==> src/rtl/sprite_blit_pkg.sv <==
// Shared state encoding, screen geometry and bounce helpers for the sprite blitter.
package sprite_blit_pkg;

  typedef enum logic [2:0] {S_IDLE, S_WAIT, S_ERASE, S_MOVE, S_DRAW} blit_state_e;

  localparam int SCREEN_W = 160;
  localparam int SCREEN_H = 120;
  localparam int INIT_Y   = 52;

  // Direction after a move: flip at the far limit going up, or at zero going down.
  function automatic logic bounce_neg(input int pos, input logic neg, input int lim);
    if (!neg && pos == lim) return 1'b1;
    if (neg && pos == 0) return 1'b0;
    return neg;
  endfunction

  function automatic int bounce_pos(input int pos, input logic neg, input int lim);
    return bounce_neg(pos, neg, lim) ? pos - 1 : pos + 1;
  endfunction

endpackage

==> src/rtl/blit_frame_timer.sv <==
// Free-running animation frame tick; held cleared while the blitter is disabled.
module blit_frame_timer #(
  parameter int FRAME_TICKS = 833334
) (
  input  logic CLOCK_50,
  input  logic reset_n,
  input  logic en_i,
  output logic tick_o
);

  localparam int CW = (FRAME_TICKS > 1) ? $clog2(FRAME_TICKS) : 1;

  logic [CW-1:0] cnt_q;

  always_ff @(posedge CLOCK_50 or negedge reset_n) begin
    if (!reset_n)                  cnt_q <= '0;
    else if (!en_i)                cnt_q <= '0;
    else if (cnt_q == '0)          cnt_q <= CW'(FRAME_TICKS - 1);
    else                           cnt_q <= cnt_q - CW'(1);
  end

  assign tick_o = en_i && (cnt_q == '0);

endmodule

==> src/rtl/sprite_blit_ctrl.sv <==
// Bouncing-sprite blitter: erase, move, redraw once per frame tick.
// Define BLIT_TRANSPARENT_EN to suppress writes for ROM pixels that are 0.
module sprite_blit_ctrl
  import sprite_blit_pkg::*;
#(
  parameter int          SPRITE_W    = 16,
  parameter int          SPRITE_H    = 16,
  parameter int          FRAME_TICKS = 833334,
  parameter logic [2:0]  FG_COLOUR   = 3'b111
) (
  input  logic       CLOCK_50,
  input  logic       reset_n,
  input  logic       enable,
  output logic [7:0] rom_addr,
  input  logic       rom_q,
  output logic [7:0] x,
  output logic [6:0] y,
  output logic [2:0] colour,
  output logic       plot,
  output logic       busy,
  output logic       frame_done
);

  localparam int CXW   = (SPRITE_W > 1) ? $clog2(SPRITE_W) : 1;
  localparam int CYW   = (SPRITE_H > 1) ? $clog2(SPRITE_H) : 1;
  localparam int X_MAX = SCREEN_W - SPRITE_W;
  localparam int Y_MAX = SCREEN_H - SPRITE_H;

  blit_state_e    state_q;
  logic [CXW-1:0] col_q, col_d;
  logic [CYW-1:0] row_q, row_d;
  logic           last_px, tick;
  logic           iss_q, erase_q, draw_vld_q, busy_q, frame_done_q;
  logic           dx_neg_q, dy_neg_q;
  logic [7:0]     x_q, pos_x_q, rom_addr_q;
  logic [6:0]     y_q, pos_y_q;

  blit_frame_timer #(.FRAME_TICKS(FRAME_TICKS)) u_timer (
    .CLOCK_50 (CLOCK_50),
    .reset_n  (reset_n),
    .en_i     (enable),
    .tick_o   (tick)
  );

  always_comb begin
    last_px = (col_q == CXW'(SPRITE_W - 1)) && (row_q == CYW'(SPRITE_H - 1));
    col_d   = col_q + CXW'(1);
    row_d   = row_q;
    if (col_q == CXW'(SPRITE_W - 1)) begin
      col_d = '0;
      row_d = row_q + CYW'(1);
    end
  end

  always_ff @(posedge CLOCK_50 or negedge reset_n) begin
    if (!reset_n) begin
      state_q      <= S_IDLE;
      col_q        <= '0;
      row_q        <= '0;
      iss_q        <= 1'b0;
      erase_q      <= 1'b0;
      draw_vld_q   <= 1'b0;
      busy_q       <= 1'b0;
      frame_done_q <= 1'b0;
      x_q          <= '0;
      y_q          <= '0;
      rom_addr_q   <= '0;
      pos_x_q      <= '0;
      pos_y_q      <= 7'(INIT_Y);
      dx_neg_q     <= 1'b0;
      dy_neg_q     <= 1'b1;
    end else begin
      frame_done_q <= 1'b0;
      case (state_q)
        S_IDLE: if (enable) begin
          state_q    <= S_DRAW;
          busy_q     <= 1'b1;
          col_q      <= '0;
          row_q      <= '0;
          rom_addr_q <= '0;
          iss_q      <= 1'b1;
        end
        S_WAIT: begin
          if (!enable) state_q <= S_IDLE;
          else if (tick) begin
            // Erase outputs are loaded on entry so plot is high for the whole state.
            state_q <= S_ERASE;
            busy_q  <= 1'b1;
            erase_q <= 1'b1;
            col_q   <= '0;
            row_q   <= '0;
            x_q     <= pos_x_q;
            y_q     <= pos_y_q;
          end
        end
        S_ERASE: begin
          if (last_px) begin
            state_q <= S_MOVE;
            erase_q <= 1'b0;
          end else begin
            col_q <= col_d;
            row_q <= row_d;
            x_q   <= pos_x_q + 8'(col_d);
            y_q   <= pos_y_q + 7'(row_d);
          end
        end
        S_MOVE: begin
          pos_x_q    <= 8'(bounce_pos(int'(pos_x_q), dx_neg_q, X_MAX));
          dx_neg_q   <= bounce_neg(int'(pos_x_q), dx_neg_q, X_MAX);
          pos_y_q    <= 7'(bounce_pos(int'(pos_y_q), dy_neg_q, Y_MAX));
          dy_neg_q   <= bounce_neg(int'(pos_y_q), dy_neg_q, Y_MAX);
          state_q    <= S_DRAW;
          col_q      <= '0;
          row_q      <= '0;
          rom_addr_q <= '0;
          iss_q      <= 1'b1;
        end
        S_DRAW: begin
          // Coordinates trail the address by one cycle to line up with rom_q.
          draw_vld_q <= iss_q;
          x_q        <= pos_x_q + 8'(col_q);
          y_q        <= pos_y_q + 7'(row_q);
          if (iss_q) begin
            if (last_px) iss_q <= 1'b0;
            else begin
              col_q      <= col_d;
              row_q      <= row_d;
              rom_addr_q <= rom_addr_q + 8'd1;
            end
          end else begin
            state_q      <= S_WAIT;
            busy_q       <= 1'b0;
            frame_done_q <= 1'b1;
            rom_addr_q   <= '0;
          end
        end
        default: state_q <= S_IDLE;
      endcase
    end
  end

  assign rom_addr   = rom_addr_q;
  assign x          = x_q;
  assign y          = y_q;
  assign busy       = busy_q;
  assign frame_done = frame_done_q;
  assign colour     = (draw_vld_q && rom_q) ? FG_COLOUR : 3'b000;

`ifdef BLIT_TRANSPARENT_EN
  assign plot = erase_q | (draw_vld_q & rom_q);
`else
  assign plot = erase_q | draw_vld_q;
`endif

endmodule
==> config.mk <==
export PLATFORM = sky130hd
export DESIGN_NAME = sprite_blit_ctrl
export DESIGN_NICKNAME = d
export VERILOG_FILES = /design/src/rtl/sprite_blit_pkg.sv /design/src/rtl/blit_frame_timer.sv /design/src/rtl/sprite_blit_ctrl.sv
export SDC_FILE = /design/constraint.sdc
export NUM_CORES = 1
export LEC_CHECK = 0
export BUFFER_PORTS_ARGS = -buffer_cell sky130_fd_sc_hd__buf_2
export CORE_ASPECT_RATIO = 0.8
export CORE_MARGIN = 8
export CORE_UTILIZATION = 55
export CTS_CLUSTER_DIAMETER = 50
export CTS_CLUSTER_SIZE = 8
export DETAILED_ROUTE_END_ITERATION = 16
export HOLD_SLACK_MARGIN = 0.05
export PLACE_DENSITY_LB_ADDON = 0.12
export SLEW_MARGIN = 10
export SYNTH_ARGS = -nofsm -noshare
export SYNTH_HDL_FRONTEND = slang
export SYNTH_SLANG_ARGS = --single-unit
==> constraint.sdc <==
create_clock -name CLOCK_50 -period 8.2 [get_ports CLOCK_50]
set_input_delay 1.23 -clock CLOCK_50 [delete_from_list [all_inputs] [get_ports CLOCK_50]]
set_output_delay 1.23 -clock CLOCK_50 [all_outputs]
set_load 0.05 [all_outputs]
* Yosys cells after proc, flatten, opt, wreduce, memory -nomap -nowiden
Cells that the tools add are included.
** Word-level totals
- Register bits :: 76
- Logic and storage cells :: 137
** Operators by class
- Reductions and logical operators :: 25
- Equal/unequal tests :: 17
- Multiplexer cells :: 66
- Add/sub/neg operators :: 12
- Bitwise gates (word level) :: 1
** Operators by type and width (count)
- $mux 8 :: 7
- $pmux 8 s3 :: 2
- $mux 20 :: 2
- $pmux 4 s5 :: 2
- $mux 4 :: 9
- $mux 1 :: 29
- $mux 7 :: 4
- $pmux 7 s3 :: 1
- $logic_not 20->1 :: 1
- $sub 20x1->20 const B :: 1
- $mux 3 :: 6
- $add 8x1->8 const B :: 2
- $add 8x4->8 :: 2
- $pmux 3 s5 :: 1
- $add 7x4->7 :: 2
- $ne 2x2->1 const B :: 7
- $reduce_and 4->1 :: 3
- $reduce_and 5->1 :: 2
- $reduce_bool 3->1 :: 3
- $add 4x1->4 const B :: 2
- $eq 4x4->1 const B :: 2
- $eq 8x8->1 const B :: 1
- $logic_not 8->1 :: 1
- $sub 8x1->8 const B :: 1
- 18 further kinds :: 28

* Logic depth before layout (Yosys ltp)
- Depth in word-level cells :: 10
- Gate-level depth with buffers :: 11
- Mapped depth without buffers :: 11

* Modules after synthesis
Synthesis repeated with hierarchy kept, for this count alone.
** Unflattened totals
- Cells, all modules :: 504
- Area total of the unflattened synthesis :: 4749.6 sq um
** Modules (own cells, without submodules)
- sprite_blit_ctrl :: cells each 394, times used 1, area an instance 3667.3 sq um, seq. area each 1406.3 sq um
- blit_frame_timer :: cells each 110, times used 1, area an instance 1082.3 sq um, seq. area each 500.5 sq um

* Worst setup path before layout
No wires, ideal clock.
- Path kind :: input -> output
- Start :: in rom_q
- End :: out colour[1]
- Setup slack :: 5002 ps
- Buffers on the path :: 1
- Cell stages on the path :: 2
- Arrival time :: 1968 ps
- Cell sequence :: and2_1 > buf_4
** Between the ends
- Cells in the longest elaborated chain, start to end :: 2
** RTL lines
- start: declaration :: RTL line sprite_blit_ctrl.sv:15 : input logic rom_q,
- $logic_and 1x1->1 :: RTL line sprite_blit_ctrl.sv:147 : assign colour = (draw_vld_q && rom_q) ? FG_COLOUR : 3'b000;
- $mux 3 :: RTL line sprite_blit_ctrl.sv:147
- end: declaration :: RTL line sprite_blit_ctrl.sv:18 : output logic [2:0] colour,
Every way passes these cells.

* Worst setup path after layout
- Start :: reg pos_x_q[1]
- End :: reg pos_x_q[7]
** Between the ends
- Cells in the longest elaborated chain, start to end :: 9
** RTL lines
- start: declaration :: RTL line sprite_blit_ctrl.sv:35 : logic [7:0] x_q, pos_x_q, rom_addr_q;
- start signal: assignment :: RTL line sprite_blit_ctrl.sv:108 : pos_x_q <= 8'(bounce_pos(int'(pos_x_q), dx_neg_q, X_MAX));
- $logic_not 8->1 :: RTL line sprite_blit_pkg.sv:13 : if (neg && pos == 0) return 1'b0;
- $logic_and 1x1->1 :: RTL line sprite_blit_pkg.sv:13
- $mux 1 (2 in series) :: RTL line sprite_blit_pkg.sv:13
- $mux 1 :: RTL line sprite_blit_ctrl.sv:74 : case (state_q)
- $mux 1 :: RTL line sprite_blit_pkg.sv:14 : return neg;
- $mux 1 :: RTL line sprite_blit_pkg.sv:13
- $mux 1 :: RTL line sprite_blit_ctrl.sv:74
- $mux 8 (*) :: RTL line sprite_blit_pkg.sv:18 : return bounce_neg(pos, neg, lim) ? pos - 1 : pos + 1;
Mark *: on every way between the ends. The rest lies on a longest branch, timed or not. The select of a mux whose other input is x is not followed.
A chain may end at the register's enable or synchronous reset.

==> reports/results.ini <==
[clocking]
htreeDepth=3
holdBufCountCts=0
cts_setup_buffers=0
cts.repair.resized=0
cts_tree=built
cts-root-buf=clkbuf_8
path_clk_slew_ns=0.08
cts_sinks=76
clk_latency_ns=0.34
cts.path.max_buffers=2
cts-buffers-inserted=9

[worst_setup_path]
cp-end-kind=register
crit_required_ns=8.47
startpoint_type=register
r2r_slack_ns=5.00
crit_fanout=9
crit_start=pos_x_q[1]
cpMostUsedCell=o211ai_1
r2r_cells=8
critPathTopFamily=compound AO/OA/AOI/OAI gates
cp_slowest_cell=o211ai_1
r2r-end=pos_x_q[7]
critical_path_class=register to register
crit_arrival_ns=3.46
path_cells=or4_1, o211ai_1, ha_1, a21oi_1, o211ai_1, o41ai_1, mux2i_1, xnor2_1
critPathBufInv=0
rr_startpoint=pos_x_q[1]
critical-path-max-stage-delay_ns=0.62

[logic_synthesis]
syn_inst=495
post_synth.cell_area_avg_sq_um=9.51
postSynth.asyncResetShare_pct=100
synth-main-ff-cell=dfrtp_1
synthDistinctLibCells=58
synth_fp_nets=528
seq_area_frac_synth_pct=40.5
synth-seq-cells=76
yosys_warnings=0
syn_area_sq_um=4710
synth-edff-count=0

[sta]
hold_viol=0
slew_headroom_pct=36.2
period_share_pct=39.0
period_needed_ns=3.20
rsz0062_at_grt=no
fmax_mhz=313
drv_slew=0
finalSetupViolCount=0
fin_hold_ws_ns=0.483
finalSetupTns_ns=0
tightestPinTransition_ns=0.956
clock_skew_ns=0.00685

[routing]
firstDrtPassIters=4
post_drt_wl_per_cell_um=15.2
remaining_drc_errors=0
routed_wirelength_um=9680
ant_nets=0
vias=3705
drtIter0Drc=243
post_drt_via_cell_ratio=5.81

[global_routing]
grt_pass1_vias=3618
grt_max_degree=77
globalRouteTotalUtil_pct=17.3
grt_first_pass_wirelength_um=17000
grt_overflow_total=0
antenna_found_initial=0

[floorplanning]
die_w_um=119
dieArea_sq_um=11800
rows=30
ios=33
initial_core_util_pct=56.0
fp.coreArea_sq_um=8410
fp.dieH_um=98.7

[hold_path]
worstHoldEndpoint=dy_neg_q
worstHoldPathType=register to register
hold_depth=2
hp-start=dy_neg_q

[power_and_ir_drop]
powerDensity_nw_per_um2=261
leakage_nw=2.42
irDropWorstVdd_uv=164

[layout]
antennaDiodeCount=0
fill_cells=710
syn_to_final_growth_pct=9.70
fin_nets=555
drive_gt1_share_pct=15.8

[flow_run]
max_cap_viol_count=0

[place]
gp_congestion=0.819
dp_hpwl_um=6790
port_buffers=32

[outcome]
outcome=finished clean

[cell usage after synthesis, drive strengths merged (2+ instances only)]
library cell | count | area [sq um]
a211oi | 7 | 57.6
mux2 | 16 | 180
nor3b | 6 | 56.3
dfstp | 4 | 105
or4 | 7 | 56.3
a21o | 9 | 67.6
nand4 | 4 | 25.0
or2 | 5 | 31.3
fa | 4 | 80.1
nand2b | 8 | 50.1
nand3 | 18 | 90.1
or3 | 5 | 31.3
o211ai | 5 | 37.5
xnor2 | 35 | 307
a31oi | 2 | 12.5
mux2i | 3 | 30.0
nand2 | 52 | 195
o22ai | 6 | 37.5
ha | 25 | 313
o31a | 2 | 18.8
a21oi | 31 | 155
dfrtp | 72 | 1800
nand4b | 2 | 17.5
nor2 | 39 | 163
nor4 | 7 | 58.8
inv | 18 | 67.6
a221oi | 4 | 35.0
xor2 | 6 | 52.6
clkbuf | 7 | 26.3
o31ai | 8 | 60.1
nor2b | 2 | 12.5
buf | 11 | 72.6
and2 | 6 | 37.5
nor3 | 10 | 50.1
o21ai | 33 | 165
o41ai | 3 | 26.3
[metrics by stage]
step | instance area (sq um) | power [mW] | setup slack, ns | util (%) | cells
final | 5160 | 1.35 | 5.00 | 61.4 | 638
after global routing | 5160 | 1.43 | 4.74 | 61.4 | 638
after CTS | 5160 | 1.36 | 5.01 | 61.4 | 638
after detailed placement | 4920 | 1.01 | 5.03 | 58.6 | 623
after floorplan | 4710 | 0.900 | 5.00 | - | 495
after global placement | 4920 | 0.996 | 5.13 | 58.6 | 623
[final cells by class]
type                       count  area (sq um)  area share (%)
timing repair buffer          34           178            3.44
clock buffer                  10           138            2.67
multi-input combinational    383          2630            51.0
clock inverter                 5           100            1.94
tap                          112           140            2.71
sequential                    76          1910            36.9
inverter                      18          67.6            1.31
[how the worst max path moves through the flow]
stage               cells past startpoint  slack (ns)    endpoint
global route                            8        4.74  pos_x_q[7]
global placement                        8        5.13  pos_x_q[7]
finish                                  8        5.00  pos_x_q[7]
CTS                                     8        5.01  pos_x_q[7]
floorplan                               2        5.00   colour[1]
detailed placement                      8        5.03  pos_x_q[7]
[per-layer routing]
metal | up-vias | wire (um) | track usage [%] | part of all wire (%)
li1 | 1836 | - | - | -
met1 | 1761 | 4730 | 23.3 | 49
met2 | 96 | 4270 | 26.5 | 44
met3 | 12 | 573 | 4.69 | 5.9
met4 | 0 | 120 | 5.36 | 1.2
met5 | - | 0 | 0 | 0
[report_power, final]
part           switching (mW)  total (mW)  internal [mW]
registers              0.0761       0.519          0.443
logic                   0.300       0.482          0.181
clock network           0.137       0.345          0.208
[cell usage in the layout, fill, tap and decap left out, types with 8 or more instances in the layout]
| cell type | n |
|---|---|
| buf_2 | 31 |
| nand2b_1 | 8 |
| dfrtp_1 | 72 |
| inv_1 | 18 |
| mux2_2 | 16 |
| o21ai_0 | 33 |
| a21o_1 | 9 |
| clkbuf_8 | 10 |
| nor2_1 | 38 |
| a21oi_1 | 31 |
| xnor2_1 | 35 |
| nand2_1 | 52 |
| o31ai_1 | 8 |
| ha_1 | 25 |
| nand3_1 | 18 |
| nor3_1 | 10 |
[state kept, by name, summed over array words and instances (netlist names), 3 cells and up]
register,cells
x,8
state_q,3
pos_y_q,7
u_timer.cnt_q,20
rom_addr,8
row_q,4
y,7
col_q,4
pos_x_q,8
[worst reg2reg max path: cells and delay by family (launching register included)]
kind,cells,cell delay (ns)
AOI/OAI and AO/OA,4,1.31
xor gates and xnor gates,1,0.14
adders and majority gates,1,0.36
DFF,1,0.49
muxes,1,0.26
and+or+nand+nor,1,0.55
[logic make-up after synthesis]
logic type               synth area share [%]
buffers and inverters                    3.54
XOR/XNOR                                 7.63
adder cells (fa/ha/maj)                  8.35
flip-flops                               40.5
AND/OR/NAND/NOR                          19.6
AO/OA/AOI/OAI                            15.9
multiplexers                             4.47
No activity file was read; power rests on OpenSTA's default activity.
